$ cat src/rtl/controller_if.sv
// Control-side bundle between the instruction sequencer and the CPU datapath.
// The master side is the controller; the slave side is the datapath/IR that supplies opcode/zero.
interface controller_if;
    logic [2:0] opcode;
    logic       zero;
    logic       sel;
    logic       rd;
    logic       ld_ir;
    logic       inc_pc;
    logic       ld_pc;
    logic       halt;
    logic       data_e;
    logic       ld_ac;
    logic       wr;

    modport master (
        input  opcode,
        input  zero,
        output sel,
        output rd,
        output ld_ir,
        output inc_pc,
        output ld_pc,
        output halt,
        output data_e,
        output ld_ac,
        output wr
    );

    modport slave (
        output opcode,
        output zero,
        input  sel,
        input  rd,
        input  ld_ir,
        input  inc_pc,
        input  ld_pc,
        input  halt,
        input  data_e,
        input  ld_ac,
        input  wr
    );
endinterface

$ cat src/rtl/controller.sv
// Instruction-sequencing controller: steps a fixed 8-phase instruction cycle and
// decodes the opcode into datapath strobes. Strobes are a combinational decode of phase state.
module controller (
    input logic          clk,
    input logic          rst,
    controller_if.master bus
);
    typedef enum logic [2:0] {
        StInstAddr  = 3'd0,
        StInstFetch = 3'd1,
        StInstLoad  = 3'd2,
        StIdle      = 3'd3,
        StOpAddr    = 3'd4,
        StOpFetch   = 3'd5,
        StAluOp     = 3'd6,
        StStore     = 3'd7
    } phase_e;

    localparam logic [2:0] OpHlt = 3'd0;
    localparam logic [2:0] OpSkz = 3'd1;
    localparam logic [2:0] OpAdd = 3'd2;
    localparam logic [2:0] OpAnd = 3'd3;
    localparam logic [2:0] OpXor = 3'd4;
    localparam logic [2:0] OpLda = 3'd5;
    localparam logic [2:0] OpSto = 3'd6;
    localparam logic [2:0] OpJmp = 3'd7;

    phase_e phase_q, phase_d;
    logic   halted_q, halted_d;

    logic is_hlt;
    logic is_skz;
    logic is_sto;
    logic is_jmp;
    logic is_aluop;

    always_comb begin
        is_hlt   = (bus.opcode == OpHlt);
        is_skz   = (bus.opcode == OpSkz);
        is_sto   = (bus.opcode == OpSto);
        is_jmp   = (bus.opcode == OpJmp);
        is_aluop = (bus.opcode == OpAdd) || (bus.opcode == OpAnd) ||
                   (bus.opcode == OpXor) || (bus.opcode == OpLda);
    end

    // Once halted, the phase parks at OP_ADDR until reset.
    always_comb begin
        halted_d = halted_q;
        if (phase_q == StOpAddr && is_hlt) begin
            halted_d = 1'b1;
        end
        if (halted_d) begin
            phase_d = StOpAddr;
        end else begin
            phase_d = phase_e'(phase_q + 3'd1);
        end
    end

    always_ff @(posedge clk or posedge rst) begin
        if (rst) begin
            phase_q  <= StInstAddr;
            halted_q <= 1'b0;
        end else begin
            phase_q  <= phase_d;
            halted_q <= halted_d;
        end
    end

    always_comb begin
        bus.sel    = 1'b0;
        bus.rd     = 1'b0;
        bus.ld_ir  = 1'b0;
        bus.inc_pc = 1'b0;
        bus.ld_pc  = 1'b0;
        bus.halt   = halted_q;
        bus.data_e = 1'b0;
        bus.ld_ac  = 1'b0;
        bus.wr     = 1'b0;
        unique case (phase_q)
            StInstAddr: begin
                bus.sel = 1'b1;
            end
            StInstFetch: begin
                bus.sel = 1'b1;
                bus.rd  = 1'b1;
            end
            StInstLoad, StIdle: begin
                bus.sel   = 1'b1;
                bus.rd    = 1'b1;
                bus.ld_ir = 1'b1;
            end
            StOpAddr: begin
                if (is_hlt) begin
                    bus.halt = 1'b1;
                end
                bus.inc_pc = !is_hlt && !halted_q;
            end
            StOpFetch: begin
                bus.rd = is_aluop;
            end
            StAluOp: begin
                bus.rd     = is_aluop;
                bus.inc_pc = is_skz && bus.zero;
                bus.ld_pc  = is_jmp;
                bus.data_e = is_sto;
            end
            StStore: begin
                bus.rd     = is_aluop;
                bus.ld_pc  = is_jmp;
                bus.data_e = is_sto;
                bus.ld_ac  = is_aluop;
                bus.wr     = is_sto;
            end
            default: begin
                bus.sel = 1'b0;
            end
        endcase
    end
endmodule

$ cat src/flat_wrapper.sv
// flat-port wrapper written by rule: the top's interface ports become plain ports
module controller_flat 
  (clk, rst, bus_opcode, bus_zero, bus_sel, bus_rd, bus_ld_ir, bus_inc_pc, bus_ld_pc, bus_halt, bus_data_e, bus_ld_ac, bus_wr);
  controller_if bus_i ();
  input logic clk;
  input logic rst;
  input wire logic [$bits(bus_i.opcode)-1:0] bus_opcode;
  input wire logic [$bits(bus_i.zero)-1:0] bus_zero;
  output wire logic [$bits(bus_i.sel)-1:0] bus_sel;
  output wire logic [$bits(bus_i.rd)-1:0] bus_rd;
  output wire logic [$bits(bus_i.ld_ir)-1:0] bus_ld_ir;
  output wire logic [$bits(bus_i.inc_pc)-1:0] bus_inc_pc;
  output wire logic [$bits(bus_i.ld_pc)-1:0] bus_ld_pc;
  output wire logic [$bits(bus_i.halt)-1:0] bus_halt;
  output wire logic [$bits(bus_i.data_e)-1:0] bus_data_e;
  output wire logic [$bits(bus_i.ld_ac)-1:0] bus_ld_ac;
  output wire logic [$bits(bus_i.wr)-1:0] bus_wr;
  assign bus_i.opcode = bus_opcode;
  assign bus_i.zero = bus_zero;
  assign bus_sel = bus_i.sel;
  assign bus_rd = bus_i.rd;
  assign bus_ld_ir = bus_i.ld_ir;
  assign bus_inc_pc = bus_i.inc_pc;
  assign bus_ld_pc = bus_i.ld_pc;
  assign bus_halt = bus_i.halt;
  assign bus_data_e = bus_i.data_e;
  assign bus_ld_ac = bus_i.ld_ac;
  assign bus_wr = bus_i.wr;
  controller u_core (.clk(clk), .rst(rst), .bus(bus_i));
endmodule
$ cat config.mk
export PLATFORM = sky130hd
export DESIGN_NAME = controller_flat
export DESIGN_NICKNAME = d
export VERILOG_FILES = /design/src/rtl/controller_if.sv /design/src/rtl/controller.sv /design/src/flat_wrapper.sv
export SDC_FILE = /design/constraint.sdc
export NUM_CORES = 1
export LEC_CHECK = 0
export ABC_AREA = 1
export BUFFER_PORTS_ARGS = -buffer_cell sky130_fd_sc_hd__buf_2
export CAP_MARGIN = 20
export CORE_AREA = 2 2 39 41
export CTS_CLUSTER_DIAMETER = 60
export DETAILED_ROUTE_END_ITERATION = 10
export DIE_AREA = 0 0 41 43
export GPL_ROUTABILITY_DRIVEN = 0
export HOLD_SLACK_MARGIN = 0.12
export MAX_ROUTING_LAYER = met4
export PLACE_DENSITY = 0.63
export SLEW_MARGIN = 10
export SYNTH_ARGS = -nofsm -noshare
export SYNTH_HDL_FRONTEND = slang
export SYNTH_SLANG_ARGS = --single-unit
export TNS_END_PERCENT = 100
$ cat constraint.sdc
create_clock -name clk -period 2.9 [get_ports clk]
set_clock_uncertainty 0.2 [all_clocks]
set_input_delay 0.58 -clock clk [delete_from_list [all_inputs] [get_ports clk]]
set_output_delay 0.58 -clock clk [all_outputs]
set_load 0.02 [all_outputs]
# After elaboration in Yosys (flattened, before gate mapping)

Cells that the tools add are included.

Bits in registers: 4
Input port bits: 6
Output and inout bits: 9
Logic and storage cells: 44

$add $sub $neg: 1
Equal/unequal tests: 14
Multiplexer cells: 12
Reduce and logical (&&, ||, !) cells: 15

Operators with widths:

| cell                                                                   | count |
|---|---|
| 3-bit equality test (second input constant)                            | 8 |
| 3-bit by 2-bit equality test with 1-bit output (second input constant) | 4 |
| 1-bit two-way mux                                                      | 9 |
| 3-bit by 1-bit equality test with 1-bit output (second input constant) | 2 |
| 3-bit zero test                                                        | 2 |
| 3-bit OR reduction                                                     | 2 |
| 1-bit one-hot mux with 2 select lines                                  | 2 |
| 2-bit OR reduction                                                     | 2 |
| 4-bit OR reduction                                                     | 1 |
| 3-bit by 1-bit adder with 3-bit output (second input constant)         | 1 |
| 1-bit logical AND                                                      | 3 |
| 1-bit logical OR                                                       | 3 |
| 3-bit two-way mux                                                      | 1 |
| 1-bit zero test                                                        | 2 |

# Logic depth before layout (Yosys ltp)

Gate-level depths: netlist of the first run.

Word-level depth: 5
Depth in mapped cells: 6
Gate-level depth less buffers: 6

# Worst setup path after synthesis of the first run

Ideal clock, no wire load.

Path kind: register to output
Start: register u_core.phase_q[0]
End: output bus_rd
Data arrival time: 1.332 ns
Setup slack: 0.788 ns
Cell stages (with the launch flop): 7
Cells stage by stage: dfrtp_1 > inv_1 > ha_1 > nand2_1 > nand2_1 > nor2_2 > a21oi_1

Cells in the longest elaborated chain, start to end: 3

Ends and longest elaborated chain:

| what                                        | RTL line           | RTL |
|---|---|---|
| from (decl)                                 | controller.sv:28   | `phase_e phase_q, phase_d;` |
| from (signal assigned)                      | controller.sv:61   | `phase_q <= StInstAddr;` |
| from (signal assigned)                      | controller.sv:64   | `phase_q <= phase_d;` |
| 3-bit equality test (tied with other cells) | controller.sv:79   | `unique case (phase_q)` |
| 3-bit OR reduction (no line)                | n/a                |  |
| 1-bit one-hot mux with 2 select lines *     | controller.sv:79   |  |
| to (decl)                                   | flat_wrapper.sv:10 | `output wire logic [$bits(bus_i.rd)-1:0] bus_rd;` |

Mark *: on every way between the ends. The rest lies on a longest branch, timed or not.

# Worst setup path after layout of the first run

Ends and elaborated chain as after synthesis.

==> flow_metrics.tcl, run 1 <==
set metrics [dict create \
    fin_nets 86 \
    synth.avg_cell_area_um2 7.224 \
    die_y_um 43 \
    vias_per_cell 4.138 \
    clock_tree.buffer_depth 2 \
    min_period_over_period_pct 78.28 \
    grt_overflow 0 \
    synth_cell_types 14 \
    ys_ff_latch 4 \
    met1_usage_pct 13.44 \
    drtIter0Drc 1 \
    reg2reg_depth 5 \
    grtUsageMet3_pct 0 \
    clkTransAtPathRegs_ns 0.03 \
    cts_tree "built" \
    min_to "u_core.phase_q[0]" \
    fp-row-count 14 \
    power.density_nw_per_um2 264.1 \
    portBuffers 14 \
    cts-root-buf "clkbuf_4" \
    slew_headroom_pct 82.18 \
    worst_r2r_startpoint "u_core.phase_q[0]" \
    grt_pass1_vias 341 \
    hold_path_class "register to register" \
    wl_per_cell_um 7.943 \
    grt_max_degree 9 \
    crit_fanout 4 \
    most-common-layout-cells "14 x buf_2, 10 x inv_1, 9 x nand2_1" \
    critPathLaunch "u_core.phase_q[0]" \
    finalCriticalPeriod_ns 2.270 \
    cts_buffers 3 \
    netlist.area_leader.share_pct 26.14 \
    use_met2_pct 15.31 \
    dpl.hpwl_um 590.4 \
    syn-num-nets 66 \
    r2r_slack_ns 1.48 \
    rsz0062_at_grt "no" \
    cts-resized-gates 0 \
    peakVddDrop_mv 0.1724 \
    grtUsageTotal_pct 10.56 \
    worst-slew-pin-transition_ns 0.2672 \
    ant_nets 0 \
    crit_buf_inv 2 \
    initial_core_util_pct 27.67 \
    stdcell_area_um2 505.5 \
    crit_path_end_kind "primary output" \
    grt_pass1_wl_um 1255 \
    fin_setup_tns_ns 0 \
    drt-pass1-iter-count 2 \
    crit_family "adder cells" \
    finalHoldViolCount 0 \
    placed_cells 83 \
    drv_slew 0 \
    routed_wl_um 691 \
    drive_above_1_share_pct 35.21 \
    pin_count 15 \
    syn_inst 53 \
    synth_area_um2 382.9 \
    critPathLaunchType "register" \
    slowest_delay_ns 0.40 \
    area_growth_pct 32.03 \
    cp_common_cell "ha_1" \
    fill_cells 151 \
    clk_latency_ns 0.23 \
    antenna_found_initial 0 \
    whs_path_depth 1 \
    final_cells 87 \
    max_freq_mhz 440.5 \
    cp_data_arrival_time_ns 1.49 \
    dieWidth_um 41 \
    placed_area_um2 473.0 \
    clock-sinks 4 \
    ys_top_cells_by_area "dfrtp_1 26%, ha_1 23%, inv_1 9.8%" \
    vias 360 \
    busiest_layer "met2" \
    critPathSlowestCell "dfrtp_1" \
    path_cells "ha_1 > ha_1 > inv_1 > nand3_1 > nand2_1 > a21oi_1 > buf_2" \
    setup_viol_count_final 0 \
    remaining_drc_errors 0 \
    rr_endpoint "u_core.phase_q[1]" \
    netlist.top_cell.by_area "dfrtp_1" \
    core_area_um2 1384 \
    die-area_um2 1763 \
    ys_seq_area_share_pct 26.14 \
    min_from "u_core.phase_q[0]" \
    h-tree-depth 1 \
    yosys_warnings 0 \
    p_leak_nw 0.2879 \
    crit_required_ns 2.12 \
    worstSetupPathType "register to primary output" \
    final_common_cell "buf_2" \
    antenna_cells 0 \
    cap_viol_max_count 0 \
    status "finished, final reports clean" \
]
## layer usage
metal / wire length [µm] / up-vias
li1: - / 198
met1: 267 / 159
met2: 418 / 3
met3: 5 / 0
met4: 0 / 0
met5: 0 / -
## flip-flops by register name, summed over array words and instances, names as in the netlist
signal and flops:
u_core.phase_q 3, u_core.halted_q 1
## final cells by class
type                       count  area (µm²)  area share (%)
timing repair buffer          15       80.08           15.84
tap                           16       20.02           3.960
inverter                      12       45.04           8.911
clock buffer                   3       22.52           4.455
sequential                     4       100.1           19.80
multi-input combinational     37       237.7           47.03
## logic make-up (layout without fill, tap and decap cells)
kind of cell / Yosys count / in the layout / synth area share (%)
buf+inv: 12 / 30 / 11.77
simple gates: 25 / 25 / 29.74
flops: 4 / 4 / 26.14
fa+ha+maj: 7 / 7 / 22.87
compound gates: 5 / 5 / 9.478
## cells in the mapped netlist
library cell,number
nand2_2,3
dfrtp_1,4
o21ai_4,1
nand3_1,2
nand4_1,1
inv_1,10
nand2_1,9
a21oi_1,2
ha_1,7
o21ai_0,2
nor2_2,2
inv_2,2
nor3_1,2
nor2_1,6
## repair_timing
item,CTS,global route
endpoints found under the setup margin,0,0
hold buffers,1,0
buffers inserted,0,0
hold endpoints to repair,4,0
## metrics by stage
step	setup WS [ns]	total power, mW	hold slack, ns	util [%]
3_3_place_gp	0.8403	0.06658	0.2586	34.18
5_1_grt	0.5373	0.1413	0.3058	36.53
4_1_cts	0.6046	0.1382	0.2890	36.53
3_5_place_dp	0.8227	0.06679	0.2590	34.18
2_1_floorplan	0.7878	0.06210	0.1461	-
6_report	0.6299	0.1335	0.2835	36.53
## where the power goes
group          switching (mW)  leakage [nW]  internal [mW]  total (mW)
clock                  0.0203        0.0138         0.0461      0.0664
sequential                  0        0.0455         0.0561      0.0561
combinational         0.00620         0.229        0.00471      0.0109
total                  0.0265         0.288          0.107       0.133
## how the worst max path moves through the flow
stage	endpoint	slack (ns)	depth (start not counted)
2_1_floorplan	bus_rd	0.79	6
3_5_place_dp	bus_halt	0.82	5
4_1_cts	bus_rd	0.60	7
3_3_place_gp	bus_inc_pc	0.84	6
6_report	bus_rd	0.63	7
5_1_grt	bus_rd	0.54	7
No activity file was read; power rests on OpenSTA's default activity.
==> inputs of run 2 (changes only) <==
- clock period: 2.9 -> 2.4 ns (I/O delays scaled with it)
==> run 2 against run 1 <==
  * First-iteration DRC count is the same
  * Design area is the same
  * Sequential share of layout area is the same
  * Wire length is 10% higher
  * Largest cell class unchanged
  * Critical path depth did not move
  * Via count grew 3.9%
  * Clock-buffer cell count did not move
  * Die area is the same
  * Largest power group unchanged
  * Critical path type unchanged
  * Sequential cell count stayed put
  * Sequential power up 21%
==> flow_metrics.tcl, run 2 (synthesis results as in run 1) <==
set metrics [dict create \
    p_leak_nw 0.2879 \
    remaining_drc_errors 0 \
    postCtsSetupRepairBufs 0 \
    routed_wl_um 763 \
    grt_pass1_vias 360 \
    worst-slew-pin-transition_ns 0.2655 \
    antenna_cells 0 \
    area.sequential_um2 100.1 \
    hold_path_class "register to register" \
    largest-register "u_core.phase_q" \
    clock_tree.buffer_depth 2 \
    crit_path_end_kind "primary output" \
    fp-row-count 14 \
    slew_headroom_pct 82.30 \
    vias 374 \
    area_growth_pct 32.03 \
    die_y_um 43 \
    cp_data_arrival_time_ns 1.50 \
    pin_count 15 \
    grt_overflow 0 \
    clk_latency_ns 0.23 \
    grt_pass1_wl_um 1248 \
    min_period_over_period_pct 90.72 \
    worstSetupPathType "register to primary output" \
    grt_max_degree 9 \
    power.density_nw_per_um2 320.6 \
    max_freq_mhz 459.3 \
    top_regs "u_core.phase_q x3, u_core.halted_q x1" \
    dieWidth_um 41 \
    antenna_found_initial 0 \
    dp_slack_ns 0.4583 \
    cts_tree "built" \
    whs_path_depth 1 \
    cts_buffers 3 \
    h-tree-depth 1 \
    fill_cells 157 \
    fin_nets 86 \
    final_common_cell "buf_2" \
    wl_per_cell_um 8.770 \
    grtUsageTotal_pct 11.17 \
    drtIter0Drc 1 \
    multi_input_area_um2 237.7 \
    setup_viol_count_final 0 \
    cts-root-buf "clkbuf_4" \
    clock-sinks 4 \
    min_from "u_core.phase_q[0]" \
    drt-pass1-iter-count 4 \
    drv_slew 0 \
    reg2reg_depth 5 \
    worst_r2r_startpoint "u_core.phase_q[0]" \
    clkTransAtPathRegs_ns 0.03 \
    critPathLaunchType "register" \
    final_cells 87 \
    r2r_slack_ns 0.98 \
    fin_setup_tns_ns 0 \
    placed_cells 83 \
    worst_slack_ns 0.2228 \
    finalHoldViolCount 0 \
    largest_reg_flops 3 \
    portBuffers 14 \
    cap_viol_max_count 0 \
    vias_per_cell 4.299 \
    crit_required_ns 1.72 \
    peakVddDrop_mv 0.2194 \
    initial_core_util_pct 27.67 \
    crit_fanout 4 \
    cts-resized-gates 0 \
    most-common-layout-cells "14 x buf_2, 10 x inv_1, 9 x nand2_1" \
    finalCriticalPeriod_ns 2.177 \
    dpl.hpwl_um 630.6 \
    ant_nets 0 \
    core_area_um2 1384 \
    die-area_um2 1763 \
    drive_above_1_share_pct 35.21 \
    rr_endpoint "u_core.phase_q[0]" \
    min_to "u_core.phase_q[0]" \
    rsz0062_at_grt "no" \
    status "finished, final reports clean" \
]
==> run 2: final cells by class <==
cell class              instances  area share (%)
well taps                      16           3.960
multi-input cells              37           47.03
flip-flops and latches          4           19.80
clock buffers                   3           4.455
inverters                      12           8.911
repair buffers                 15           15.84
==> run 2: worst max path at each step <==
stage	start	endpoint	depth (start not counted)
after detailed placement	u_core.phase_q[0]	bus_rd	7
after global routing	u_core.phase_q[0]	bus_rd	7
after floorplan	u_core.phase_q[0]	bus_rd	6
final	u_core.phase_q[0]	bus_rd	7
after CTS	u_core.phase_q[0]	bus_rd	7
after global placement	u_core.phase_q[0]	bus_rd	7
==> run 2: power breakdown <==
part	internal [mW]	switching (mW)	total (mW)	leakage (nW)
clock network	0.0558	0.0251	0.0809	0.0138
logic	0.00570	0.00762	0.0133	0.229
registers	0.0679	0	0.0679	0.0455
total	0.129	0.0327	0.162	0.288
==> run 2: metal layers <==
| layer | GRT usage (%) | up-vias | routed length (µm) |
|---|---|---|---|
| met1 | 10.13 | 173 | 304 |
| met2 | 18.44 | 3 | 453 |
| met4 | 8.000 | 0 | 0 |
| met5 | - | - | 0 |
| met3 | 3.141 | 0 | 5 |
| li1 | - | 198 | - |
==> run 2: through the flow <==
stage | cell area, µm² | power (mW) | util (%) | hold WS [ns]
floorplan | 382.9 | 0.07504 | - | 0.04608
CTS | 505.5 | 0.1662 | 36.53 | 0.2898
global placement | 473.0 | 0.08051 | 34.18 | 0.1600
finish | 505.5 | 0.1621 | 36.53 | 0.2884
detailed placement | 473.0 | 0.08076 | 34.18 | 0.1639
global route | 505.5 | 0.1672 | 36.53 | 0.3432
==> run 2: worst max-delay path, cell delays in order (launching register included) <==
cell and delay (ns):
dfrtp_1 0.40, ha_1 0.23, ha_1 0.19, inv_1 0.08, nand3_1 0.08, nand2_1 0.07, a21oi_1 0.06, buf_2 0.15
==> run 2: what timing repair did <==
item / CTS / global route
setup endpoints to repair: 0 / 0
endpoints found under the hold margin: 4 / 0
hold buffers: 1 / 0
